`src/rtl/ram_loader_pkg.sv`:
```
// Shared types and constants for the framed byte-stream RAM loader.
package ram_loader_pkg;

    typedef enum logic [2:0] {
        StIdle,
        StLen,
        StData,
        StCsum,
        StDone,
        StErr
    } loader_state_t;

    localparam logic [7:0]  SYNC_BYTE = 8'h55;
    localparam int unsigned MAX_LEN   = 16;

endpackage

```
`src/rtl/ram_loader_csum.sv`:
```
// Modulo-2^WIDTH payload accumulator with clear, add-enable and equality compare.
// Instantiated by ram_loader only when RAM_LOADER_CHECKSUM_EN is defined.
module ram_loader_csum #(
    parameter int unsigned WIDTH = 8
) (
    input  logic             i_clk,
    input  logic             i_reset,
    input  logic             i_clr,
    input  logic             i_add,
    input  logic [WIDTH-1:0] i_data,
    output logic             o_match
);

    logic [WIDTH-1:0] r_acc;

    always_ff @(posedge i_clk or posedge i_reset) begin
        if (i_reset) begin
            r_acc <= '0;
        end else if (i_clr) begin
            r_acc <= '0;
        end else if (i_add) begin
            r_acc <= r_acc + i_data;
        end
    end

    assign o_match = (i_data == r_acc);

endmodule

```
`src/rtl/ram_loader.sv`:
```
// Framed byte-stream loader driving the program RAM write port and CPU hold.
// Optional checksum byte and accumulator enabled by defining RAM_LOADER_CHECKSUM_EN.
module ram_loader
    import ram_loader_pkg::*;
#(
    parameter int unsigned ADDR_WIDTH = 4,
    parameter int unsigned DATA_WIDTH = 8
) (
    input  logic                  clk,
    input  logic                  reset,
    input  logic [DATA_WIDTH-1:0] in_data,
    input  logic                  in_valid,
    output logic                  in_ready,
    output logic                  ram_we,
    output logic [ADDR_WIDTH-1:0] ram_addr,
    output logic [DATA_WIDTH-1:0] ram_data,
    output logic                  cpu_hold,
    output logic                  done,
    output logic                  error
);

    // One extra bit so a full-depth count is representable.
    localparam int unsigned CNT_W = ADDR_WIDTH + 1;

    loader_state_t         r_state;
    loader_state_t         w_state_next;
    logic                  r_hold;
    logic                  w_hold_next;
    logic                  r_error;
    logic                  w_error_next;
    logic                  r_we;
    logic                  w_we_next;
    logic [ADDR_WIDTH-1:0] r_addr;
    logic [ADDR_WIDTH-1:0] w_addr_next;
    logic [DATA_WIDTH-1:0] r_wdata;
    logic [DATA_WIDTH-1:0] w_wdata_next;
    logic [CNT_W-1:0]      r_cnt;
    logic [CNT_W-1:0]      w_cnt_next;
    logic [CNT_W-1:0]      r_remain;
    logic [CNT_W-1:0]      w_remain_next;

    logic                  w_accept;
    logic                  w_is_sync;
    logic                  w_len_ok;
    logic                  w_csum_clr;
    logic                  w_csum_add;

`ifdef RAM_LOADER_CHECKSUM_EN
    logic                  w_csum_match;

    ram_loader_csum #(
        .WIDTH (DATA_WIDTH)
    ) u_csum (
        .i_clk   (clk),
        .i_reset (reset),
        .i_clr   (w_csum_clr),
        .i_add   (w_csum_add),
        .i_data  (in_data),
        .o_match (w_csum_match)
    );
`endif

    // Held low through reset; only DONE refuses bytes.
    assign in_ready  = !reset && (r_state != StDone);
    assign w_accept  = in_valid && in_ready;
    assign w_is_sync = (in_data == DATA_WIDTH'(SYNC_BYTE));
    assign w_len_ok  = (in_data != '0) && (in_data <= DATA_WIDTH'(MAX_LEN));

    always_comb begin
        w_state_next  = r_state;
        w_hold_next   = r_hold;
        w_error_next  = r_error;
        w_we_next     = 1'b0;
        w_addr_next   = r_addr;
        w_wdata_next  = r_wdata;
        w_cnt_next    = r_cnt;
        w_remain_next = r_remain;
        w_csum_clr    = 1'b0;
        w_csum_add    = 1'b0;

        unique case (r_state)
            StIdle, StErr: begin
                if (w_accept && w_is_sync) begin
                    w_state_next = StLen;
                    w_hold_next  = 1'b1;
                    w_error_next = 1'b0;
                    w_csum_clr   = 1'b1;
                end
            end

            StLen: begin
                if (w_accept) begin
                    if (w_len_ok) begin
                        w_state_next  = StData;
                        w_remain_next = CNT_W'(in_data);
                        w_cnt_next    = '0;
                    end else begin
                        w_state_next = StErr;
                        w_hold_next  = 1'b0;
                        w_error_next = 1'b1;
                    end
                end
            end

            StData: begin
                if (w_accept) begin
                    w_we_next     = 1'b1;
                    w_addr_next   = r_cnt[ADDR_WIDTH-1:0];
                    w_wdata_next  = in_data;
                    w_cnt_next    = r_cnt + CNT_W'(1);
                    w_remain_next = r_remain - CNT_W'(1);
                    w_csum_add    = 1'b1;
                    if (r_remain == CNT_W'(1)) begin
`ifdef RAM_LOADER_CHECKSUM_EN
                        w_state_next = StCsum;
`else
                        w_state_next = StDone;
                        w_hold_next  = 1'b0;
`endif
                    end
                end
            end

`ifdef RAM_LOADER_CHECKSUM_EN
            StCsum: begin
                if (w_accept) begin
                    w_hold_next = 1'b0;
                    if (w_csum_match) begin
                        w_state_next = StDone;
                    end else begin
                        w_state_next = StErr;
                        w_error_next = 1'b1;
                    end
                end
            end
`endif

            StDone: begin
                w_state_next = StIdle;
            end

            default: begin
                w_state_next = StIdle;
                w_hold_next  = 1'b0;
            end
        endcase
    end

    always_ff @(posedge clk or posedge reset) begin
        if (reset) begin
            r_state  <= StIdle;
            r_hold   <= 1'b0;
            r_error  <= 1'b0;
            r_we     <= 1'b0;
            r_addr   <= '0;
            r_wdata  <= '0;
            r_cnt    <= '0;
            r_remain <= '0;
        end else begin
            r_state  <= w_state_next;
            r_hold   <= w_hold_next;
            r_error  <= w_error_next;
            r_we     <= w_we_next;
            r_addr   <= w_addr_next;
            r_wdata  <= w_wdata_next;
            r_cnt    <= w_cnt_next;
            r_remain <= w_remain_next;
        end
    end

    assign ram_we   = r_we;
    assign ram_addr = r_addr;
    assign ram_data = r_wdata;
    assign cpu_hold = r_hold;
    assign done     = (r_state == StDone);
    assign error    = r_error;

endmodule

```
`config.mk`:
```
export PLATFORM = sky130hd
export DESIGN_NAME = ram_loader
export DESIGN_NICKNAME = d
export VERILOG_FILES = /design/src/rtl/ram_loader_pkg.sv /design/src/rtl/ram_loader_csum.sv /design/src/rtl/ram_loader.sv
export SDC_FILE = /design/constraint.sdc
export NUM_CORES = 1
export LEC_CHECK = 0
export ABC_AREA = 0
export CELL_PAD_IN_SITES_DETAIL_PLACEMENT = 0
export CELL_PAD_IN_SITES_GLOBAL_PLACEMENT = 1
export CORE_ASPECT_RATIO = 0.5
export CORE_UTILIZATION = 41
export CTS_BUF_LIST = sky130_fd_sc_hd__clkbuf_16
export CTS_CLUSTER_DIAMETER = 80
export DETAILED_ROUTE_END_ITERATION = 10
export PLACE_DENSITY_LB_ADDON = 0.1
export SLEW_MARGIN = 40
export SYNTH_ARGS = -nofsm -noshare
export SYNTH_HDL_FRONTEND = slang
export SYNTH_HIERARCHICAL = 1
export SYNTH_SLANG_ARGS = --single-unit
```
`constraint.sdc`:
```
create_clock -name clk -period 3.42 [get_ports clk]
set_clock_uncertainty 0.05 [all_clocks]
set_input_delay 0.684 -clock clk [delete_from_list [all_inputs] [get_ports clk]]
set_output_delay 0.684 -clock clk [all_outputs]
set_load 0.005 [all_outputs]
```
==> results.txt, run 1 <==
Status -> completed
Die Ht -> 43.6 µm
FILL cells -> 272
Vias in the first global route -> 1,091
Slew Limit Fails -> 0
Hold Slack -> 0.424 ns
Leak pwr -> 0.813 nW
Die Wd -> 85.1 µm
Gr usage total -> 19.8%
Switching pwr -> 0.149 mW
DP HPWL -> 2.29 mm
Rows -> 14
Final TNS setup -> 0 ns
CP Data Arrival Time -> 1.80 ns
Tmin final -> 2.54 ns
TritonCTS Buffers -> 3
First-pass GRT wire length -> 5.53 mm
Synth unique cells -> 42
Largest net degree at the start of global routing -> 28
Setup Viol. Count Final -> 0
First-pass iteration count of the detailed router -> 4
Core region area -> 3140 µm²
Comb pwr share -> 10.4%
Sw frac -> 22.2%
Layout cells sized above 1 -> 8.52%
Endpoints failing hold -> 0
Yosys warning total -> 6
Ys async rst share -> 100%
Final worst path period share -> 74.2%
Io pins -> 28
Root Buffer -> clkbuf_16
Number of enable flip-flop cells after synthesis -> 0
Clk slew on worst S/H paths -> 0.06 ns
Drt drc -> 0
Min-Delay Path Depth -> 2
Startpoint types -> input port
Slew headroom -> 66.7%
Top FF cell, synth -> dfrtp_1
CTS tree -> built
Tightest Pin Transition -> 0.493 ns
# hold bufs at CTS -> 0
Final std cells w/o fill -> 216
Flops & latches, synth -> 27
Ant diodes -> 0
Buffers on Ports -> 27
Clk Latency, worst-skew pair -> 0.26 ns
Reg power frac -> 50.0%
Worst reg2reg path depth -> 5
Worst endpoint required time -> 2.69 ns
Clock Power Share -> 39.6%
Peak supply drop -> 191 µV
Detail Route Antenna Nets -> 0
Critical Path Sink Type -> primary output
Post-CTS sizing -> 0
Vias -> 1,174
CTS Sinks -> 27
Setup CP Type -> in2out
CTS H-tree depth -> 1
Most frequent cells in the layout -> nand2_1 (40), dfrtp_1 (27), clkdlybuf4s50_1 (27), nor2_1 (9)
Internal power -> 0.521 mW
Drt initial violations -> 48
Setup bufs post-CTS -> 0
GP Congestion -> 0.909
Dpl cells -> 212
Nets -> 191
Area growth syn-to-layout -> 26.9%
Synthesized area per cell -> 9.57 µm²
Clock buffer depth -> 2
Grt total ovfl -> 0
Cells after Synth -> 148
Starting Density -> 45.2%
Syn nets -> 162
RSZ-0062 raised after global routing -> false
Register area share after synthesis -> 47.7%
Initial antenna violation count -> 0
Full die area -> 3710 µm²
Routed WL -> 3.26 mm
Fmax -> 394 MHz
Drt wl/cell -> 15.1 µm
Tot Pwr -> 0.669 mW
Power Dens Cells -> 372 nW/µm²
Vias/cell -> 5.44
Syn Std Cell Area -> 1420 µm²
Type of the tightest min-delay check -> reg2reg
Commonest non-fill, non-tap cell in the layout -> nand2_1
Max-Cap Viols -> 0
Crit Path Max Fanout -> 4
per-layer routing:
| layer | vias up | global-route usage [%] | part of all wire, % | wire, µm |
|---|---|---|---|---|
| met5 | - | 0 | 0 | 0 |
| met2 | 28 | 28.2 | 40 | 1320 |
| li1 | 585 | - | - | - |
| met3 | 2 | 4.57 | 4.2 | 137 |
| met1 | 559 | 31.0 | 55 | 1800 |
| met4 | 0 | 3.05 | 0.25 | 8 |
power groups by stage:
stage / combinational, mW / clock (mW) / sequential [mW]
global route: 0.0765 / 0.291 / 0.335
detailed placement: 0.0699 / 0 / 0.340
CTS: 0.0702 / 0.274 / 0.334
global placement: 0.0697 / 0 / 0.340
floorplan: 0.0336 / 0 / 0.338
finish: 0.0693 / 0.265 / 0.335
worst paths after layout:
path | end | slack (ns) | startpoint
hold / removal | ram_data[2]$_DFFE_PP0P_ | 0.42 | ram_data[2]$_DFFE_PP0P_
min in group asynchronous | r_cnt[0]$_DFFE_PP0P_ | 0.86 | reset
hold reg to reg | ram_data[2]$_DFFE_PP0P_ | 0.42 | ram_data[2]$_DFFE_PP0P_
setup / recovery | in_ready | 0.88 | reset
setup reg to reg | r_remain[2]$_DFFE_PP0P_ | 1.37 | r_state[2]$_DFFE_PP0P_
max in group asynchronous | ram_data[2]$_DFFE_PP0P_ | 2.19 | reset
cell usage after synthesis, types with 2 or more instances:
cell type | n | area share (%)
a211o_1 | 2 | 1.2
a211oi_1 | 3 | 1.6
a21oi_1 | 3 | 1.1
a31oi_1 | 5 | 2.2
buf_2 | 2 | 0.71
buf_6 | 2 | 1.6
dfrtp_1 | 27 | 48
ha_1 | 3 | 2.7
inv_1 | 5 | 1.3
mux2i_1 | 2 | 1.4
nand2_1 | 40 | 11
nand3_1 | 3 | 1.1
nor2_1 | 9 | 2.4
nor2b_1 | 5 | 2.2
nor3_1 | 3 | 1.1
nor4b_1 | 2 | 1.2
o211ai_1 | 2 | 1.1
o21ai_0 | 4 | 1.4
o311a_1 | 2 | 1.4
or3_1 | 2 | 0.88
sequential cells by signal, indices dropped and copies added (netlist names):
register	flops
ram_data	8
ram_we	1
ram_addr	4
cpu_hold	1
r_cnt	4
r_remain	5
error	1
r_state	3
logic make-up (layout without fill, tap and decap cells):
kind of cell / count (synthesis) / after routing / share of synthesized area (%)
fa+ha+maj: 3 / 3 / 2.65
compound gates: 28 / 28 / 15.1
xor+xnor: 1 / 1 / 0.618
flops: 27 / 27 / 47.7
buf+inv: 11 / 39 / 4.24
mux: 3 / 3 / 2.21
simple gates: 75 / 75 / 27.5
worst max-delay path: stages:
cell and delay [ns]:
clkdlybuf4s50_1 0.49, nor2_1 0.13, clkdlybuf4s50_1 0.50
stage by stage:
step | setup WS, ns | utilization, % | cell area [µm²]
CTS | 0.874 | 57.3 | 1800
global placement | 0.753 | 54.7 | 1720
detailed placement | 0.702 | 54.7 | 1720
finish | 0.881 | 57.3 | 1800
floorplan | 1.39 | - | 1420
global route | 0.797 | 57.3 | 1800
layout make-up:
class	count	area, µm²	share of cell area (%)
multi-input cells	110	681	37.9
flip-flops and latches	27	676	37.6
repair buffers	29	285	15.9
clock buffers	3	75.1	4.18
well taps	40	50.0	2.78
inverters	6	23.8	1.32
clock inverters	1	7.51	0.418
(Power assumes the default switching activity.)
==> inputs of run 2 (changes only) <==
--- a/config.mk
+++ b/config.mk
@@ -9,7 +9,7 @@
 export CELL_PAD_IN_SITES_DETAIL_PLACEMENT = 0
 export CELL_PAD_IN_SITES_GLOBAL_PLACEMENT = 1
 export CORE_ASPECT_RATIO = 0.5
-export CORE_UTILIZATION = 41
+export CORE_UTILIZATION = 38
 export CTS_BUF_LIST = sky130_fd_sc_hd__clkbuf_16
 export CTS_CLUSTER_DIAMETER = 80
 export DETAILED_ROUTE_END_ITERATION = 10
==> constraint.sdc (replaced) <==
create_clock -name clk -period 2.6 [get_ports clk]
set_clock_uncertainty 0.05 [all_clocks]
set_input_delay 0.52 -clock clk [delete_from_list [all_inputs] [get_ports clk]]
set_output_delay 0.52 -clock clk [all_outputs]
set_load 0.005 [all_outputs]
==> run 2 against run 1 <==
Combinational power rose by 36%. Non-clock buffer count increased by 6. Critical path type unchanged. Sequential share of layout area fell by 1.2 points. Core utilization decreased by 4.2 points.
==> results.txt, run 2 (synthesis results as in run 1) <==
Ant diodes -> 0 (unchanged)
Met2 WL post-DR -> 1.26 mm (-4.2%)
Crit Path Max Fanout -> 4 (unchanged)
Setup CP Type -> in2out
TritonCTS Buffers -> 3 (unchanged)
Gr usage total -> 17.6% (-2.2 points)
Die Wd -> 88.3 µm (+3.8%)
Setup Viol. Count Final -> 0 (unchanged)
Design Area, Final -> 1860 µm² (+3.3%)
Fmax -> 451 MHz
Endpoints failing hold -> 0 (unchanged)
Slew headroom -> 60.5% (-6.1 points)
Tmin final -> 2.22 ns
Initial antenna violation count -> 0 (unchanged)
Area growth syn-to-layout -> 31.1%
Slew Limit Fails -> 0 (unchanged)
Critical Path Sink Type -> primary output
Max-Cap Viols -> 0 (unchanged)
Detail Route Antenna Nets -> 0 (unchanged)
Routed WL -> 3.15 mm (-3.3%)
Vias -> 1,169 (-0.43%)
Root Buffer -> clkbuf_16
Vias in the first global route -> 1,042 (-4.5%)
Vias/cell -> 5.02 (-7.7%)
Final worst path period share -> 85.3%
Max reg flops -> 8 (unchanged)
Rows -> 15 (+1)
DRT met1 WL -> 1.70 mm (-5.3%)
Most frequent cells in the layout -> nand2_1 (40), dfrtp_1 (27), clkdlybuf4s50_1 (27), nor2_1 (9), buf_4 (8)
Core region area -> 3490 µm² (+11%)
Full die area -> 3990 µm² (+7.6%)
Nets -> 197 (+3.1%)
Multi-input gate area -> 681 µm² (unchanged)
CP Data Arrival Time -> 1.65 ns (-0.15 ns)
Peak supply drop -> 269 µV (+41%)
Top routing layer used -> met4
First-pass GRT wire length -> 5.21 mm (-5.9%)
DP HPWL -> 2.32 mm (+1.4%)
Clock buffer depth -> 2 (unchanged)
Io pins -> 28 (unchanged)
First-pass iteration count of the detailed router -> 4 (unchanged)
Status -> completed
Tightest Pin Transition -> 0.584 ns (+0.0908 ns)
Setup bufs post-CTS -> 0 (unchanged)
Dpl cells -> 229 (+8.0%)
Post-CTS sizing -> 0 (unchanged)
CTS tree -> built
CTS H-tree depth -> 1 (unchanged)
Drt initial violations -> 86 (+79%)
CTS Sinks -> 27 (unchanged)
Largest net degree at the start of global routing -> 28 (unchanged)
FILL cells -> 322 (+18%)
Final std cells w/o fill -> 233 (+7.9%)
Startpoint types -> input port
Commonest non-fill, non-tap cell in the layout -> nand2_1
RSZ-0062 raised after global routing -> false
Die Ht -> 45.2 µm (+3.7%)
Drt wl/cell -> 13.5 µm (-10%)
Placed cell area -> 1770 µm² (+3.4%)
DR WL met3 -> 180 µm (+31%)
Type of the tightest min-delay check -> reg2reg
Seq. cell area -> 676 µm² (unchanged)
Buffers on Ports -> 27 (unchanged)
# hold bufs at CTS -> 0 (unchanged)
Layout cells sized above 1 -> 11.5% (+3.0 points)
Drt drc -> 0 (unchanged)
Clk slew on worst S/H paths -> 0.07 ns (about the same)
Starting Density -> 40.6% (-4.6 points)
Power Dens Cells -> 479 nW/µm² (+29%)
Final TNS setup -> 0 ns (unchanged)
Grt total ovfl -> 0 (unchanged)
Clk Latency, worst-skew pair -> 0.26 ns (about the same)
Leak pwr -> 0.843 nW (+3.7%)
Hold Slack -> 0.422 ns (-0.00219 ns)
GP Congestion -> 0.786 (-14%)
Worst endpoint required time -> 2.03 ns (-0.66 ns)
[run 2: path summary, 6_finish.rpt]
check	from	cells after the start	slack, ns	endpoint
max	reset	3	0.38	in_ready
min	ram_data[3]$_DFFE_PP0P_	2	0.42	ram_data[3]$_DFFE_PP0P_
max reg2reg	r_state[0]$_DFFE_PP0P_	4	0.84	r_remain[4]$_DFFE_PP0P_
min reg2reg	ram_data[3]$_DFFE_PP0P_	2	0.42	ram_data[3]$_DFFE_PP0P_
max in group asynchronous	reset	3	1.51	r_cnt[2]$_DFFE_PP0P_
min in group asynchronous	reset	3	0.71	r_state[1]$_DFFE_PP0P_
[run 2: layout make-up]
cell class / count / area share (%)
clock buffers: 3 / 4.04
flip-flops and latches: 27 / 36.4
clock inverters: 1 / 0.404
multi-input cells: 110 / 36.7
well taps: 51 / 3.44
repair buffers: 35 / 17.8
inverters: 6 / 1.28
[run 2: where the power goes]
group / total, mW / leakage (nW) / switching (mW) / internal (mW)
Sequential: 0.439 / 0.371 / 0.00898 / 0.430
Combinational: 0.0943 / 0.435 / 0.0464 / 0.0480
Clock: 0.356 / 0.0371 / 0.147 / 0.209
Total: 0.889 / 0.843 / 0.202 / 0.687
[run 2: through the flow]
step / utilization, % / setup WS (ns) / power (mW)
after floorplan: - / 0.730 / 0.489
after global placement: 50.8 / 0.174 / 0.542
after detailed placement: 50.8 / 0.129 / 0.542
after CTS: 53.2 / 0.376 / 0.904
after global routing: 53.2 / 0.279 / 0.925
final: 53.2 / 0.382 / 0.889
[run 2: per-layer routing]
| layer | vias to the layer above | track usage [%] |
|---|---|---|
| li1 | 599 | - |
| met1 | 534 | 27.0 |
| met2 | 34 | 24.8 |
| met3 | 2 | 4.94 |
| met4 | 0 | 2.90 |
| met5 | - | 0 |
[run 2: critical path: stages]
cell             delay, ns
clkdlybuf4s50_1       0.50
nor2_1                0.13
clkdlybuf4s50_1       0.50
==> inputs of run 3 (changes only) <==
--- a/config.mk
+++ b/config.mk
@@ -13,9 +13,11 @@
 export CTS_BUF_LIST = sky130_fd_sc_hd__clkbuf_16
 export CTS_CLUSTER_DIAMETER = 80
 export DETAILED_ROUTE_END_ITERATION = 10
+export MAX_ROUTING_LAYER = met4
 export PLACE_DENSITY_LB_ADDON = 0.1
 export SLEW_MARGIN = 40
 export SYNTH_ARGS = -nofsm -noshare
 export SYNTH_HDL_FRONTEND = slang
 export SYNTH_HIERARCHICAL = 1
 export SYNTH_SLANG_ARGS = --single-unit
+export TNS_END_PERCENT = 20
==> results of run 3 <==
The final DEF is identical to that of run 2; final timing and power are the same.
Main changes from that run: final weighted congestion in routability-driven placement 0.786 -> 0.796; overall routing resource usage 17.6% -> 18.2%
